===== config.mk =====
export PLATFORM = sky130hd
export DESIGN_NAME = cell_pos_reader_flat
export DESIGN_NICKNAME = d
export VERILOG_FILES = /design/src/rtl/cell_pos_reader_if.sv /design/src/rtl/cell_pos_reader.sv /design/src/flat_wrapper.sv
export SDC_FILE = /design/constraint.sdc
export NUM_CORES = 1
export LEC_CHECK = 0
export ABC_AREA = 1
export CORE_ASPECT_RATIO = 0.6
export CORE_MARGIN = 4
export CORE_UTILIZATION = 50
export DETAILED_ROUTE_END_ITERATION = 8
export PLACE_DENSITY = 0.73
export SKIP_CTS_REPAIR_TIMING = 1
export SYNTH_ARGS = -nofsm -noshare
export SYNTH_HDL_FRONTEND = slang
export SYNTH_SLANG_ARGS = --single-unit
export TNS_END_PERCENT = 5

===== constraint.sdc =====
create_clock -name clk -period 10.2 [get_ports clk]
set_clock_uncertainty 0.15 [all_clocks]
set_input_delay 2.04 -clock clk [delete_from_list [all_inputs] [get_ports clk]]
set_output_delay 2.04 -clock clk [all_outputs]
set_load 0.05 [all_outputs]

===== src/rtl/cell_pos_reader_if.sv =====
// Cell memory read port and particle output stream.
// master: the reader (drives memory requests, sources particles).
// slave:  the environment (returns memory data, consumes particles).
interface cell_pos_reader_if #(
    parameter int DATA_WIDTH = 96,
    parameter int ADDR_WIDTH = 8
);
    logic [ADDR_WIDTH-1:0] mem_address;
    logic                  mem_rden;
    logic                  mem_wren;
    logic [DATA_WIDTH-1:0] mem_q;
    logic                  particle_valid;
    logic                  particle_ready;
    logic [DATA_WIDTH-1:0] particle_pos;
    logic [ADDR_WIDTH-1:0] particle_id;
    logic                  particle_last;

    modport master (
        output mem_address, mem_rden, mem_wren,
        input  mem_q,
        output particle_valid, particle_pos, particle_id, particle_last,
        input  particle_ready
    );

    modport slave (
        input  mem_address, mem_rden, mem_wren,
        output mem_q,
        input  particle_valid, particle_pos, particle_id, particle_last,
        output particle_ready
    );
endinterface


===== src/rtl/cell_pos_reader.sv =====
// Streams the particle positions of one cell out of the cell memory.
// Address 0 holds the particle count N; addresses 1..N hold packed {posz, posy, posx}.
// Reads are credit-limited so in-flight reads plus buffered words never exceed 4.
// Optional macro CELL_READ_STALL_CNT_EN builds the backpressure stall counter.
module cell_pos_reader #(
    parameter int DATA_WIDTH   = 96,
    parameter int ADDR_WIDTH   = 8,
    parameter int PARTICLE_NUM = 220
) (
    input  logic                   clk,
    input  logic                   rst_n,
    input  logic                   start,
    cell_pos_reader_if.master      bus,
    output logic                   busy,
    output logic                   done,
    output logic                   count_err,
    output logic [15:0]            stall_count
);

    localparam logic [ADDR_WIDTH-1:0] MaxN = ADDR_WIDTH'(PARTICLE_NUM - 1);

    typedef enum logic [2:0] {
        StIdle, StRdCnt, StWaitCnt, StStream, StDrain, StFinish
    } state_t;

    state_t                state_q;
    logic                  wait_q;
    logic [ADDR_WIDTH-1:0] n_q;
    logic [ADDR_WIDTH-1:0] addr_q;
    logic [ADDR_WIDTH-1:0] maddr_q;
    logic                  rden_q;
    logic                  done_q;
    logic                  cerr_q;

    // Read-return pipeline matching the 2-cycle memory latency.
    logic                  vld1_q, vld2_q;
    logic [ADDR_WIDTH-1:0] id1_q, id2_q;

    // 4-entry output FIFO.
    logic [DATA_WIDTH-1:0] pos_mem [4];
    logic [ADDR_WIDTH-1:0] id_mem  [4];
    logic [1:0]            wr_ptr_q, rd_ptr_q;
    logic [2:0]            cnt_q;

    logic                  rd_part;
    logic                  push, pop;
    logic [3:0]            occ;
    logic                  can_issue;
    logic [ADDR_WIDTH-1:0] cnt_raw, n_new, next_addr, head_id;
    logic                  over;

    // The count read (issued in StRdCnt) must not land in the FIFO.
    assign rd_part   = rden_q && (state_q != StRdCnt);
    assign push      = vld2_q;
    assign pop       = (cnt_q != 3'd0) && bus.particle_ready;
    // Outstanding words after this cycle's pop; a pop frees a slot for a same-cycle issue.
    assign occ       = 4'(rd_part) + 4'(vld1_q) + 4'(vld2_q) + 4'(cnt_q) - 4'(pop);
    assign can_issue = occ < 4'd4;
    assign cnt_raw   = bus.mem_q[ADDR_WIDTH-1:0];
    assign over      = cnt_raw > MaxN;
    assign n_new     = over ? MaxN : cnt_raw;
    assign next_addr = addr_q + 1'b1;
    assign head_id   = id_mem[rd_ptr_q];

    // Control FSM with registered memory-request and status outputs.
    always_ff @(posedge clk) begin
        if (!rst_n) begin
            state_q <= StIdle;
            wait_q  <= 1'b0;
            n_q     <= '0;
            addr_q  <= '0;
            maddr_q <= '0;
            rden_q  <= 1'b0;
            done_q  <= 1'b0;
            cerr_q  <= 1'b0;
        end else begin
            rden_q <= 1'b0;
            done_q <= 1'b0;
            unique case (state_q)
                StIdle: begin
                    if (start) begin
                        state_q <= StRdCnt;
                        rden_q  <= 1'b1;
                        maddr_q <= '0;
                        cerr_q  <= 1'b0;
                    end
                end
                StRdCnt: begin
                    state_q <= StWaitCnt;
                    wait_q  <= 1'b0;
                end
                StWaitCnt: begin
                    if (!wait_q) begin
                        wait_q <= 1'b1;
                    end else begin
                        n_q    <= n_new;
                        cerr_q <= over;
                        if (n_new == '0) begin
                            state_q <= StFinish;
                            done_q  <= 1'b1;
                        end else begin
                            // Pipeline is empty here, so address 1 can always go out.
                            rden_q  <= 1'b1;
                            maddr_q <= ADDR_WIDTH'(1);
                            addr_q  <= ADDR_WIDTH'(1);
                            state_q <= (n_new == ADDR_WIDTH'(1)) ? StDrain : StStream;
                        end
                    end
                end
                StStream: begin
                    if (can_issue) begin
                        rden_q  <= 1'b1;
                        maddr_q <= next_addr;
                        addr_q  <= next_addr;
                        if (next_addr == n_q) begin
                            state_q <= StDrain;
                        end
                    end
                end
                StDrain: begin
                    if (pop && (head_id == n_q)) begin
                        state_q <= StFinish;
                        done_q  <= 1'b1;
                    end
                end
                StFinish: begin
                    state_q <= StIdle;
                end
                default: state_q <= StIdle;
            endcase
        end
    end

    // Return pipeline and FIFO pointers; reset drops any data still in flight.
    always_ff @(posedge clk) begin
        if (!rst_n) begin
            vld1_q   <= 1'b0;
            vld2_q   <= 1'b0;
            id1_q    <= '0;
            id2_q    <= '0;
            wr_ptr_q <= '0;
            rd_ptr_q <= '0;
            cnt_q    <= '0;
        end else begin
            vld1_q <= rd_part;
            id1_q  <= maddr_q;
            vld2_q <= vld1_q;
            id2_q  <= id1_q;
            if (push) begin
                wr_ptr_q <= wr_ptr_q + 2'd1;
            end
            if (pop) begin
                rd_ptr_q <= rd_ptr_q + 2'd1;
            end
            cnt_q <= cnt_q + 3'(push) - 3'(pop);
        end
    end

    // FIFO storage; entries are qualified by the occupancy count, so no reset is needed.
    always_ff @(posedge clk) begin
        if (push) begin
            pos_mem[wr_ptr_q] <= bus.mem_q;
            id_mem[wr_ptr_q]  <= id2_q;
        end
    end

`ifdef CELL_READ_STALL_CNT_EN
    logic [15:0] stall_q;

    // Saturating count of cycles the head word waits on downstream.
    always_ff @(posedge clk) begin
        if (!rst_n) begin
            stall_q <= '0;
        end else if (start && (state_q == StIdle)) begin
            stall_q <= '0;
        end else if (bus.particle_valid && !bus.particle_ready && (stall_q != 16'hFFFF)) begin
            stall_q <= stall_q + 16'd1;
        end
    end

    assign stall_count = stall_q;
`else
    assign stall_count = 16'h0000;
`endif

    assign bus.mem_address    = maddr_q;
    assign bus.mem_rden       = rden_q;
    assign bus.mem_wren       = 1'b0;
    assign bus.particle_valid = (cnt_q != 3'd0);
    assign bus.particle_pos   = bus.particle_valid ? pos_mem[rd_ptr_q] : '0;
    assign bus.particle_id    = bus.particle_valid ? head_id : '0;
    assign bus.particle_last  = bus.particle_valid && (head_id == n_q);
    assign busy               = (state_q != StIdle);
    assign done               = done_q;
    assign count_err          = cerr_q;

endmodule

===== src/flat_wrapper.sv =====
// flat-port wrapper written by rule: the top's interface ports become plain ports
module cell_pos_reader_flat 
#(
    parameter int DATA_WIDTH   = 96,
    parameter int ADDR_WIDTH   = 8,
    parameter int PARTICLE_NUM = 220
)
  (clk, rst_n, start, busy, done, count_err, stall_count, bus_mem_address, bus_mem_rden, bus_mem_wren, bus_mem_q, bus_particle_valid, bus_particle_pos, bus_particle_id, bus_particle_last, bus_particle_ready);
  cell_pos_reader_if #(.DATA_WIDTH(DATA_WIDTH), .ADDR_WIDTH(ADDR_WIDTH)) bus_i ();
  input  logic clk;
  input  logic rst_n;
  input  logic start;
  output logic busy;
  output logic done;
  output logic count_err;
  output logic [15:0] stall_count;
  output wire logic [$bits(bus_i.mem_address)-1:0] bus_mem_address;
  output wire logic [$bits(bus_i.mem_rden)-1:0] bus_mem_rden;
  output wire logic [$bits(bus_i.mem_wren)-1:0] bus_mem_wren;
  input wire logic [$bits(bus_i.mem_q)-1:0] bus_mem_q;
  output wire logic [$bits(bus_i.particle_valid)-1:0] bus_particle_valid;
  output wire logic [$bits(bus_i.particle_pos)-1:0] bus_particle_pos;
  output wire logic [$bits(bus_i.particle_id)-1:0] bus_particle_id;
  output wire logic [$bits(bus_i.particle_last)-1:0] bus_particle_last;
  input wire logic [$bits(bus_i.particle_ready)-1:0] bus_particle_ready;
  assign bus_mem_address = bus_i.mem_address;
  assign bus_mem_rden = bus_i.mem_rden;
  assign bus_mem_wren = bus_i.mem_wren;
  assign bus_i.mem_q = bus_mem_q;
  assign bus_particle_valid = bus_i.particle_valid;
  assign bus_particle_pos = bus_i.particle_pos;
  assign bus_particle_id = bus_i.particle_id;
  assign bus_particle_last = bus_i.particle_last;
  assign bus_i.particle_ready = bus_particle_ready;
  cell_pos_reader #(.DATA_WIDTH(DATA_WIDTH), .ADDR_WIDTH(ADDR_WIDTH), .PARTICLE_NUM(PARTICLE_NUM)) u_core (.clk(clk), .rst_n(rst_n), .start(start), .bus(bus_i), .busy(busy), .done(done), .count_err(count_err), .stall_count(stall_count));
endmodule

Word-level counts from Yosys, hierarchy flattened --
Memory sizes are Yosys's and may differ from the RTL's. A register that Yosys moved wholly into a read port is not among the register bits. Cells that the tools add are included.
Word-level totals: register bits after elaboration 56, bits in latches 0, memory bits (writable) 416, memory bits (read-only) 0, bits of input ports 100, output and inout bits 135, word-level logic and storage cells 95, memories kept 2
Memory list:
- u_core.pos_mem | depth 4, width 96, rd ports 1, clocked after Yosys merged registers in 1, write ports 1, line cell_pos_reader.sv:40 | logic [DATA_WIDTH-1:0] pos_mem [4];
- u_core.id_mem | depth 4, width 8, rd ports 1, clocked after Yosys merged registers in 1, write ports 1, line cell_pos_reader.sv:41 | logic [ADDR_WIDTH-1:0] id_mem [4];
Operators by class: add/sub/neg operators 9, multipliers 0, div/mod/pow operators 0, order comparisons 2, equality and inequality tests 14, shift-type cells 0, multiplexer cells 36, bitwise logic cells 0, reductions and logical operators 17
Operators by type and width (number):
- $mux 96 | 1
- $mux 8 | 6
- $pmux 8 s3 | 1
- $mux 3 | 7
- $eq 8x8->1 | 2
- $pmux 8 s2 | 1
- $pmux 3 s5 | 1
- $mux 1 | 11
- $reduce_and 5->1 | 2
- $reduce_bool 3->1 | 3
- $add 8x1->8 const B | 1
- $eq 8x1->1 const B | 1
- $gt 8x8->1 const B | 1
- $logic_not 8->1 | 1
- $mux 2 | 4
- $ne 2x1->1 const B | 4
- $eq 3x2->1 const B | 2
- $pmux 1 s2 | 3
- $reduce_bool 2->1 | 3
- $add 2x1->2 const B | 2
- $add 4x1->4 | 1
- $add 4x3->4 | 1
- $logic_and 1x1->1 | 4
- $lt 4x3->1 const B | 1
- other kinds (13) | 14

Longest topological paths before layout --
Gate-level depths: netlist of run 1.
depth after elaboration 9, gate-level depth with buffers 20, depth with buffers taken out 20

Least setup slack after synthesis of run 1 --
No wires, ideal clock.
path type register to output, from register with a tool-made name, to output port bus_particle_pos[55], arrival 2021 ps, data required time 8010 ps, path slack 5989 ps, cell stages (with the launch flop) 9, path buffers 4, cells stage by stage dfxtp_1 -> buf_6 -> buf_6 -> buf_2 -> clkbuf_1 -> nor2_1 -> nor2_1 -> o21ai_0 -> a21oi_1
RTL lines:
- end: declaration | line flat_wrapper.sv:22 | output wire logic [$bits(bus_i.particle_pos)-1:0] bus_particle_pos;

==> summary.md, run 1 <==
| Metric | Value |
|---|---|
| Die Ht | `159.1 um` |
| Chip width | `between 200 and 300 um` |
| Final global-route overflow total | `0` |
| First-pass GRT wire length | `69,750 um` |
| Post-Syn Area | `~19,000 um^2` |
| HPWL after DPL | `about 26,000 um` |
| Fin crit share | `0.6251` |
| Post-DR wirelength/cell | `18.64 um` |
| Slew of the pin with the lowest slew margin | `1.110 ns` |
| Fill cells | `2,947` |
| CTS HTree Levels | `2` |
| GPL Wtd Cong | `0.8226` |
| Vias in the first global route | `12.53k` |
| Die area | `41,310 um^2` |
| DR pass1 iterations | `5` |
| # nets final | `1,955` |
| Area leader, netlist | `edfxtp_1` |
| Max cap viols | `0` |
| I/O pins | `235` |
| DRC | `0` |
| Num Clock Sinks | `474` |
| Final Setup Violations | `0` |
| TritonCTS Buffers | `42` |
| CP Launch Type | `register` |
| Post-synth top area share | `0.6570` |
| Drt total wl | `~45,000 um` |
| Final Critical Period | `6.376 ns` |
| Row count | `55` |
| CP Class | `register to output port` |
| Leak | `7.937 nW` |
| Type of destination of the critical path | `output port` |
| Clk buf depth | `3` |
| Flops & latches, synth | `roughly 470` |
| Largest net degree at the start of global routing | `roughly 110` |
| CTS tree | `done` |
| EDFF count, synth | `416` |
| Root buffer cell | `clkbuf_16` |
| IO buf count | `about 220` |
| Core Footprint | `37,570 um^2` |
| Max incr delay on CP | `~0.87 ns` |
| Fin. max-slew vios | `0` |
| Number of DRC violations after detailed-routing iteration 0 | `1,265` |
| Initial antenna violation count | `4` |
| Post-synth top cells | `nor2_1, edfxtp_1, o21ai_0` |
| RSZ-0062 raised after global routing | `no` |
| Final WS setup | `3.824 ns` |
| Outcome | `finished clean` |
| Final instance area | `22,780 um^2` |
| Cells after Synth | `1,657` |
| Final antenna-violating net count | `0` |
| Overall Global Routing Usage | `0.2115` |
| CP cell instances | `inv_4 > buf_4 > o21ai_0 > a21oi_1 > clkdlybuf4s50_1` |
| Final hold viol count | `0` |
| PD cells | `270.8 nW/um^2` |
| Avg Cell Area, Syn | `~11 um^2` |
| Setup_tns | `0 ns` |
| Top cells by area, synth | `edfxtp_1, nor2_1, dfxtp_1` |
| Peak VDD IR | `0.1791 mV` |
| Ys Warns | `0` |
| Area Overhead vs Synth | `19.81%` |
| Starting Density | `0.5060` |
| CP Buf/Inv Count | `3` |
| Post-synthesis cell type count | `40` |
| Cell Area, Placed | `about 21,000 um^2` |
| Hold Crit Class | `register to register` |
| Dpl ws | `4.372 ns` |
| Asr flop ratio synth | `0` |
| Worst path top cell family by delay | `buffers and inverters` |
| Slew headroom | `0.2600` |
| Main synth FF type | `edfxtp_1` |
| Clock transition at path regs | `roughly 0.070 ns` |
| Fmax achieved | `between 150 and 200 MHz` |
| Max stage delay cell, worst path | `clkdlybuf4s50_1` |
| CP Data Arrival Time | `4.19 ns` |
| Critical path peak fanout | `between 100 and 150` |
| Sequential area share after synthesis | `0.7181` |
| Share of layout cells above drive strength 1 | `0.05387` |
| Clk_lat worst skew | `0.54 ns` |
| Req. time, crit path | `between 8 and 9 ns` |
| Vias/cell | `~5.3` |
| Via count | `12.72k` |
| Most frequent cell after synthesis | `nor2_1` |
==> metrics by stage <==
step | hold WS [ns] | std cells | utilization | total power [mW]
after floorplan | 0.2405 | 1673 | - | 3.882
after detailed placement | 0.2507 | 2312 | 0.5718 | 4.706
after global placement | 0.2481 | 2312 | 0.5718 | 4.688
after CTS | 0.2670 | 2388 | 0.6061 | 6.212
final | 0.2683 | 2391 | 0.6063 | 6.168
after global routing | 0.2870 | 2391 | 0.6063 | 6.446
==> kinds of logic after synthesis <==
family | share of synthesized area
simple gates | 0.1331
flops | 0.7181
compound gates | 0.09404
buf+inv | 0.04350
fa+ha+maj | 0.008292
xor+xnor | 0.002764
other cells | 0.0001972
==> area by class of cell <==
type	instances	area [um^2]	share of cell area
Clock buffer	61	1152	0.05059
Sequential cell	474	13660	0.5997
Antenna cell	3	7.507	0.0003295
Clock inverter	15	136.4	0.005987
Multi-Input combinational cell	1016	4599	0.2019
Inverter	80	320.3	0.01406
Timing Repair Buffer	229	2262	0.09930
Tap cell	513	641.9	0.02818
==> flip-flops by register name, summed over array words and instances (netlist names), named ones only <==
name and flops:
u_core.vld1_q 1, u_core.pos_mem 384, u_core.cnt_q 3, u_core.bus.mem_rden 1, u_core.rd_ptr_q 2, u_core.state_q 3
u_core.id1_q 8, u_core.id_mem 32, u_core.wait_q 1, u_core.id2_q 8, u_core.n_q 8, u_core.bus.mem_address 8
u_core.wr_ptr_q 2, u_core.addr_q 8, u_core.push 1, u_core.done 1, u_core.count_err 1
==> final timing paths <==
path                         from                   endpoint  slack [ns]  cells after the start
setup / recovery         register       bus_particle_pos[66]        3.82                      5
hold / removal    u_core.id1_q[0]            u_core.id2_q[0]        0.27                      2
setup reg to reg  u_core.cnt_q[1]  u_core.bus.mem_address[7]        6.08                     16
hold reg to reg   u_core.id1_q[0]            u_core.id2_q[0]        0.27                      2
==> power by group <==
group | switching (mW) | total (mW) | leakage, nW | internal (mW)
sequential | 0.0587 | 2.21 | 4.19 | 2.16
combinational | 1.76 | 2.45 | 3.12 | 0.692
clock | 0.662 | 1.50 | 0.627 | 0.839
==> cells in the final DEF (no fill, tap or decap), types with 2 or more instances in the layout <==
cell type and instances:
a21oi_1 124, a21oi_2 6, a31oi_1 2, buf_4 12, bufinv_16 2, clkbuf_1 16
clkbuf_16 42, clkbuf_8 3, clkdlybuf4s50_1 217, clkinv_1 6, clkinv_2 4, conb_1 17
dfxtp_1 56, dfxtp_4 2, diode_2 3, edfxtp_1 416, ha_1 11, inv_1 70
inv_2 3, inv_4 6, inv_6 3, nand2_1 144, nand2_2 4, nand3_1 49
nand3_2 4, nand4_1 4, nor2_1 421, nor2_2 3, nor2_4 2, o21ai_0 203
o21ai_1 2, o22ai_1 3, xnor2_1 2, xor2_1 4
==> per-layer routing <==
layer	vias to the layer above	GRT usage	routed length (um)
met5	-	0	13
li1	6060	-	-
met4	2	0.05611	871
met1	6120	0.3036	19870
met3	58	0.04514	3224
met2	477	0.3321	20590
==> worst min-delay path: stages (launching register included) <==
cell and delay, ns:
dfxtp_1 0.31, nand2_1 0.04, inv_1 0.04
Note: power is estimated with default switching activity, not from simulation.
==> run 2: changes to the inputs <==
Settings changed: PLACE_DENSITY 0.73 to 0.76.
Clock period 10.2 ns to 5.72 ns, I/O delays scaled along.
==> run 2 against run 1 <==
- sequential power grew 78%
- register-to-register slack worse by 4.1 ns
- clock-buffer cell count stayed put
- critical path depth grew 5
- critical endpoint is now bus_particle_last
- largest power group unchanged
- clock power is 90% higher
- die area unchanged
- via count decreased by 0.75%
- first-iteration DRC count increased by 0.87%
- sequential share of layout area decreased by 0.33 points
- worst hold slack lost 0.0071 ns
- setup slack got worse by 3.1 ns
==> summary.md, run 2 (synthesized netlist as in run 1, its figures left out) <==
| Metric | Value |
|---|---|
| Most frequent CP cell | `nand2_1` |
| Leak | `8.011 nW` |
| Final Setup Violations | `0` |
| GPL Wtd Cong | `roughly 0.87` |
| Type of destination of the critical path | `output port` |
| Final Non-Filler Cells | `2,394` |
| Largest regs | `u_core.pos_mem: 384 flops, u_core.id_mem: 32 flops` |
| Number of DRC violations after detailed-routing iteration 0 | `1,276` |
| Fin crit share | `0.8795` |
| Flop2flop setup slack | `about 2 ns` |
| Clock transition at path regs | `roughly 0.06 ns` |
| CP cell instances | `buf_4 > nand2_1 > nand3_1 > nand3_1 > nand2_1 > nand2_1 > nor2_2 > nand2_1 > nor2_1 > clkdlybuf4s50_1` |
| Clk buf depth | `3` |
| Cells after DPL | `between 2k and 2.5k` |
| Overall Global Routing Usage | `0.2071` |
| Slew of the pin with the lowest slew margin | `0.9790 ns` |
| Critical path peak fanout | `67` |
| Most common cell after layout, fill and taps aside | `nor2_1` |
| Setup_tns | `0 ns` |
| Fmax achieved | `about 200 MHz` |
| Final instance area | `roughly 23,000 um^2` |
| Reg with most FFs | `u_core.pos_mem` |
| CP Launch Type | `register` |
| Starting Density | `0.5060` |
| PD cells | `slightly below 500 nW/um^2` |
| Peak VDD IR | `0.3729 mV` |
| Cell Area, Placed | `21,510 um^2` |
| CTS HTree Levels | `2` |
| CP Data Arrival Time | `3.74 ns` |
| TritonCTS Buffers | `43` |
| Via count | `12.62k` |
| Core Footprint | `37,570 um^2` |
| Vias/cell | `5.272` |
| First-pass GRT wire length | `67,720 um` |
| Area Overhead vs Synth | `20.49%` |
| I/O pins | `about 240` |
| Die area | `41,310 um^2` |
| Req. time, crit path | `between 4 and 5 ns` |
| Final WS setup | `between 0.6 and 0.7 ns` |
| Final hold viol count | `0` |
| Fin. max-slew vios | `0` |
| Clk_lat worst skew | `0.55 ns` |
| CP Class | `register to output port` |
| Max stage delay cell, worst path | `clkdlybuf4s50_1` |
| HPWL after DPL | `26,000 um` |
| Vias in the first global route | `12.23k` |
| Row count | `55` |
| Share of layout cells above drive strength 1 | `0.06061` |
| IO buf count | `about 220` |
| Largest net degree at the start of global routing | `73` |
| RSZ-0062 raised after global routing | `no` |
| Max cap viols | `0` |
| Initial antenna violation count | `1` |
| Max reg flops | `384` |
| Outcome | `finished clean` |
| Final Critical Period | `5.031 ns` |
| CTS tree | `done` |
| DR pass1 iterations | `7` |
| Post-DR wirelength/cell | `18.37 um` |
| Chip width | `259.8 um` |
| Final global-route overflow total | `0` |
| DRC | `0` |
| Max incr delay on CP | `0.84 ns` |
| Final antenna-violating net count | `0` |
| Slew headroom | `0.3473` |
| Hold Crit Class | `register to register` |
| Dpl ws | `1.345 ns` |
| Fill cells | `2,892` |
| Die Ht | `approximately 160 um` |
| Num Clock Sinks | `roughly 470` |
| Commonest cells after routing, fill and taps aside | `nor2_1, edfxtp_1, clkdlybuf4s50_1, o21ai_0, nand2_1` |
| Drt total wl | `43,970 um` |
| Root buffer cell | `clkbuf_16` |
| Diodes inserted | `0` |
| # nets final | `1,959` |
run 2: power by group:
part / switching, mW / internal, mW / leakage (nW) / total, mW
combinational: 3.14 / 1.24 / 3.13 / 4.38
sequential: 0.0893 / 3.84 / 4.19 / 3.93
clock: 1.21 / 1.64 / 0.688 / 2.85
total: 4.44 / 6.72 / 8.01 / 11.2
run 2: per-layer routing:
layer | part of all wire | track usage | wire (um) | vias up
li1 | - | - | - | 6062
met5 | 0.00023 | 0 | 10 | -
met2 | 0.47 | 0.3271 | 20500 | 465
met4 | 0.015 | 0.04092 | 653 | 2
met3 | 0.077 | 0.04578 | 3395 | 50
met1 | 0.44 | 0.3006 | 19410 | 6043
run 2: worst max-delay path, delay by kind of cell, from the launching register on:
kind          cells  cell delay (ns)
buf+inv           2             1.51
flops             1             0.63
simple gates      8             0.97
run 2: final timing paths:
kind                         from                   endpoint  depth (start not counted)
hold reg to reg   u_core.id1_q[5]            u_core.id2_q[5]                          2
hold / removal    u_core.id1_q[5]            u_core.id2_q[5]                          2
setup / recovery         register          bus_particle_last                         10
setup reg to reg  u_core.cnt_q[1]  u_core.bus.mem_address[7]                         16
run 2: stage by stage:
step                power, mW    util  hold WS [ns]
floorplan               6.923       -        0.2405
global placement        8.347  0.5724        0.2507
detailed placement      8.388  0.5724        0.2519
CTS                     11.24  0.6097        0.2660
global route            11.66  0.6097        0.2825
finish                  11.16  0.6097        0.2612
run 2: final cells by class:
cell class | instances | area, um^2 | share of cell area
sequential | 474 | 13660 | 0.5963
clock inverter | 18 | 165.2 | 0.007210
clock buffer | 61 | 1236 | 0.05396
inverter | 80 | 320.3 | 0.01398
multi-input combinational | 1016 | 4599 | 0.2008
timing repair buffer | 232 | 2285 | 0.09973
tap | 513 | 641.9 | 0.02802
==> run 3: changes to the inputs <==
Settings changed: PLACE_DENSITY 0.76 to 0.87.
==> run 3 against run 2 <==
- design area is 0.52% higher
- die area stayed put
- first-iteration DRC count is 24% higher
- global-route usage is 0.85 points higher
- via count is 4.7% higher
- register-to-register slack worse by 0.15 ns
- combinational power is 1% higher
- clock power is 7.4% higher
- final cell count hardly changed
- setup slack better by 0.14 ns
- largest power group unchanged
==> summary.md, run 3 (synthesized netlist as in run 1, its figures left out) <==
| Metric | Value |
|---|---|
| Critical path peak fanout | `59` |
| Max reg flops | `384` |
| Post-DR wirelength/cell | `between 15 and 20 um` |
| Die area | `41,310 um^2` |
| Slew headroom | `0.1707` |
| CTS tree | `done` |
| Drt total wl | `45,940 um` |
| Final antenna-violating net count | `0` |
| Final Non-Filler Cells | `2,395` |
| CP Data Arrival Time | `between 3 and 4 ns` |
| Post-layout util | `0.6129` |
| RSZ-0062 raised after global routing | `no` |
| Hold path startpoint | `u_core.id1_q[7]` |
| Final global-route overflow total | `0` |
| Outcome | `finished clean` |
| Fill cells | `2,833` |
| Overall Global Routing Usage | `0.2157` |
| CP Class | `register to output port` |
| IO buf count | `217` |
| Final Setup Violations | `0` |
| Vias in the first global route | `12.80k` |
| Row count | `55` |
| Core Footprint | `37,570 um^2` |
| DR pass1 iterations | `6` |
| Die Ht | `159.1 um` |
| Clock transition at path regs | `roughly 0.070 ns` |
| GPL Wtd Cong | `0.9086` |
| Reg-to-Reg Start | `u_core.cnt_q[1]` |
| Largest net degree at the start of global routing | `209` |
| Final hold viol count | `0` |
| Reg with most FFs | `u_core.pos_mem` |
| Num Clock Sinks | `474` |
| CTS HTree Levels | `2` |
| Clk buf depth | `3` |
| Peak VDD IR | `~0.34 mV` |
| Leak | `about 8.0 nW` |
| Chip width | `259.8 um` |
| Number of DRC violations after detailed-routing iteration 0 | `1,578` |
| Final Critical Period | `just under 5 ns` |
| HPWL after DPL | `27,480 um` |
| Area occupied by multi-input gates | `4599 um^2` |
| Area Overhead vs Synth | `21.11%` |
| First-pass GRT wire length | `70,550 um` |
| CP Launch Type | `register` |
| I/O pins | `roughly 240` |
| Vias/cell | `5.517` |
| Commonest cells after routing, fill and taps aside | `nor2_1, edfxtp_1, clkdlybuf4s50_1, o21ai_0, nand2_1` |
| Share of layout cells above drive strength 1 | `0.06277` |
| Final instance area | `23,030 um^2` |
| Setup_tns | `0 ns` |
| Slew of the pin with the lowest slew margin | `1.244 ns` |
| # nets final | `between 1.5k and 2k` |
| Hold WS | `0.2636 ns` |
| PD cells | `~500 nW/um^2` |
| Cells after DPL | `2,313` |
| Fin. max-slew vios | `0` |
| Most common cell after layout, fill and taps aside | `nor2_1` |
| Max cap viols | `0` |
| Via count | `13.21k` |
| Starting Density | `0.5060` |
| Fin crit share | `0.8550` |
| Clk_lat worst skew | `0.55 ns` |
| Initial antenna violation count | `3` |
| TritonCTS Buffers | `43` |
| Type of destination of the critical path | `output port` |
| Root buffer cell | `clkbuf_16` |
| Hold Crit Class | `register to register` |
| DRC | `0` |
| Largest regs | `u_core.pos_mem: 384 flops, u_core.id_mem: 32 flops` |
| Sequential cell area | `13,660 um^2` |
| Fmax achieved | `204.5 MHz` |
| Cell Area, Placed | `21,500 um^2` |
| Req. time, crit path | `4.43 ns` |
-- run 3: cell types whose count changed in the layout (fill, tap and decap cells not counted), moves of 2 or more --
cell and delta:
bufinv_16 +5, buf_4 -3, clkbuf_1 -3, clkbuf_8 -3, clkinvlp_4 +3, clkinv_1 -2, diode_2 +2, inv_6 +2
-- run 3: metal layers --
metal / GRT usage / routed length, um / up-vias
met5: 0 / 13 / -
met4: 0.06297 / 1075 / 2
met3: 0.04769 / 4322 / 95
met2: 0.3452 / 21490 / 693
met1: 0.2999 / 19040 / 6354
li1: - / - / 6070
-- run 3: worst max-delay path: stages (launching register included) --
cell and delay (ns):
dfxtp_4 0.53, inv_4 0.66, nand3_1 0.22, nand2_1 0.14, nand2_1 0.06, nand2_1 0.05
nand2_1 0.06, nor2_2 0.19, nand2_1 0.09, nor2_1 0.17, clkdlybuf4s50_1 0.86
-- run 3: stage by stage --
stage | setup WS, ns | power [mW]
floorplan | 2.405 | 6.923
finish | 0.8296 | 11.42
global placement | 1.441 | 8.356
detailed placement | 1.424 | 8.407
CTS | 0.7949 | 11.46
global route | 0.6122 | 11.86
-- run 3: final timing paths --
| path | depth (start not counted) | slack [ns] | endpoint |
|---|---|---|---|
| max | 10 | 0.83 | bus_particle_last |
| min | 2 | 0.26 | u_core.id2_q[7] |
| max reg2reg | 17 | 1.86 | u_core.state_q[2] |
| min reg2reg | 2 | 0.26 | u_core.id2_q[7] |
-- run 3: area by class of cell --
| cell class | instances | area share |
|---|---|---|
| antenna | 2 | 0.0002173 |
| multi-input combinational | 1016 | 0.1997 |
| inverter | 80 | 0.01391 |
| timing repair buffer | 230 | 0.09911 |
| clock inverter | 26 | 0.01559 |
| clock buffer | 54 | 0.05032 |
| tap | 513 | 0.02787 |
| sequential | 474 | 0.5932 |
-- run 3: report_power, final --
| part | total, mW | switching [mW] | internal [mW] |
|---|---|---|---|
| combinational | 4.44 | 3.20 | 1.25 |
| clock | 3.06 | 1.25 | 1.81 |
| sequential | 3.91 | 0.0704 | 3.84 |
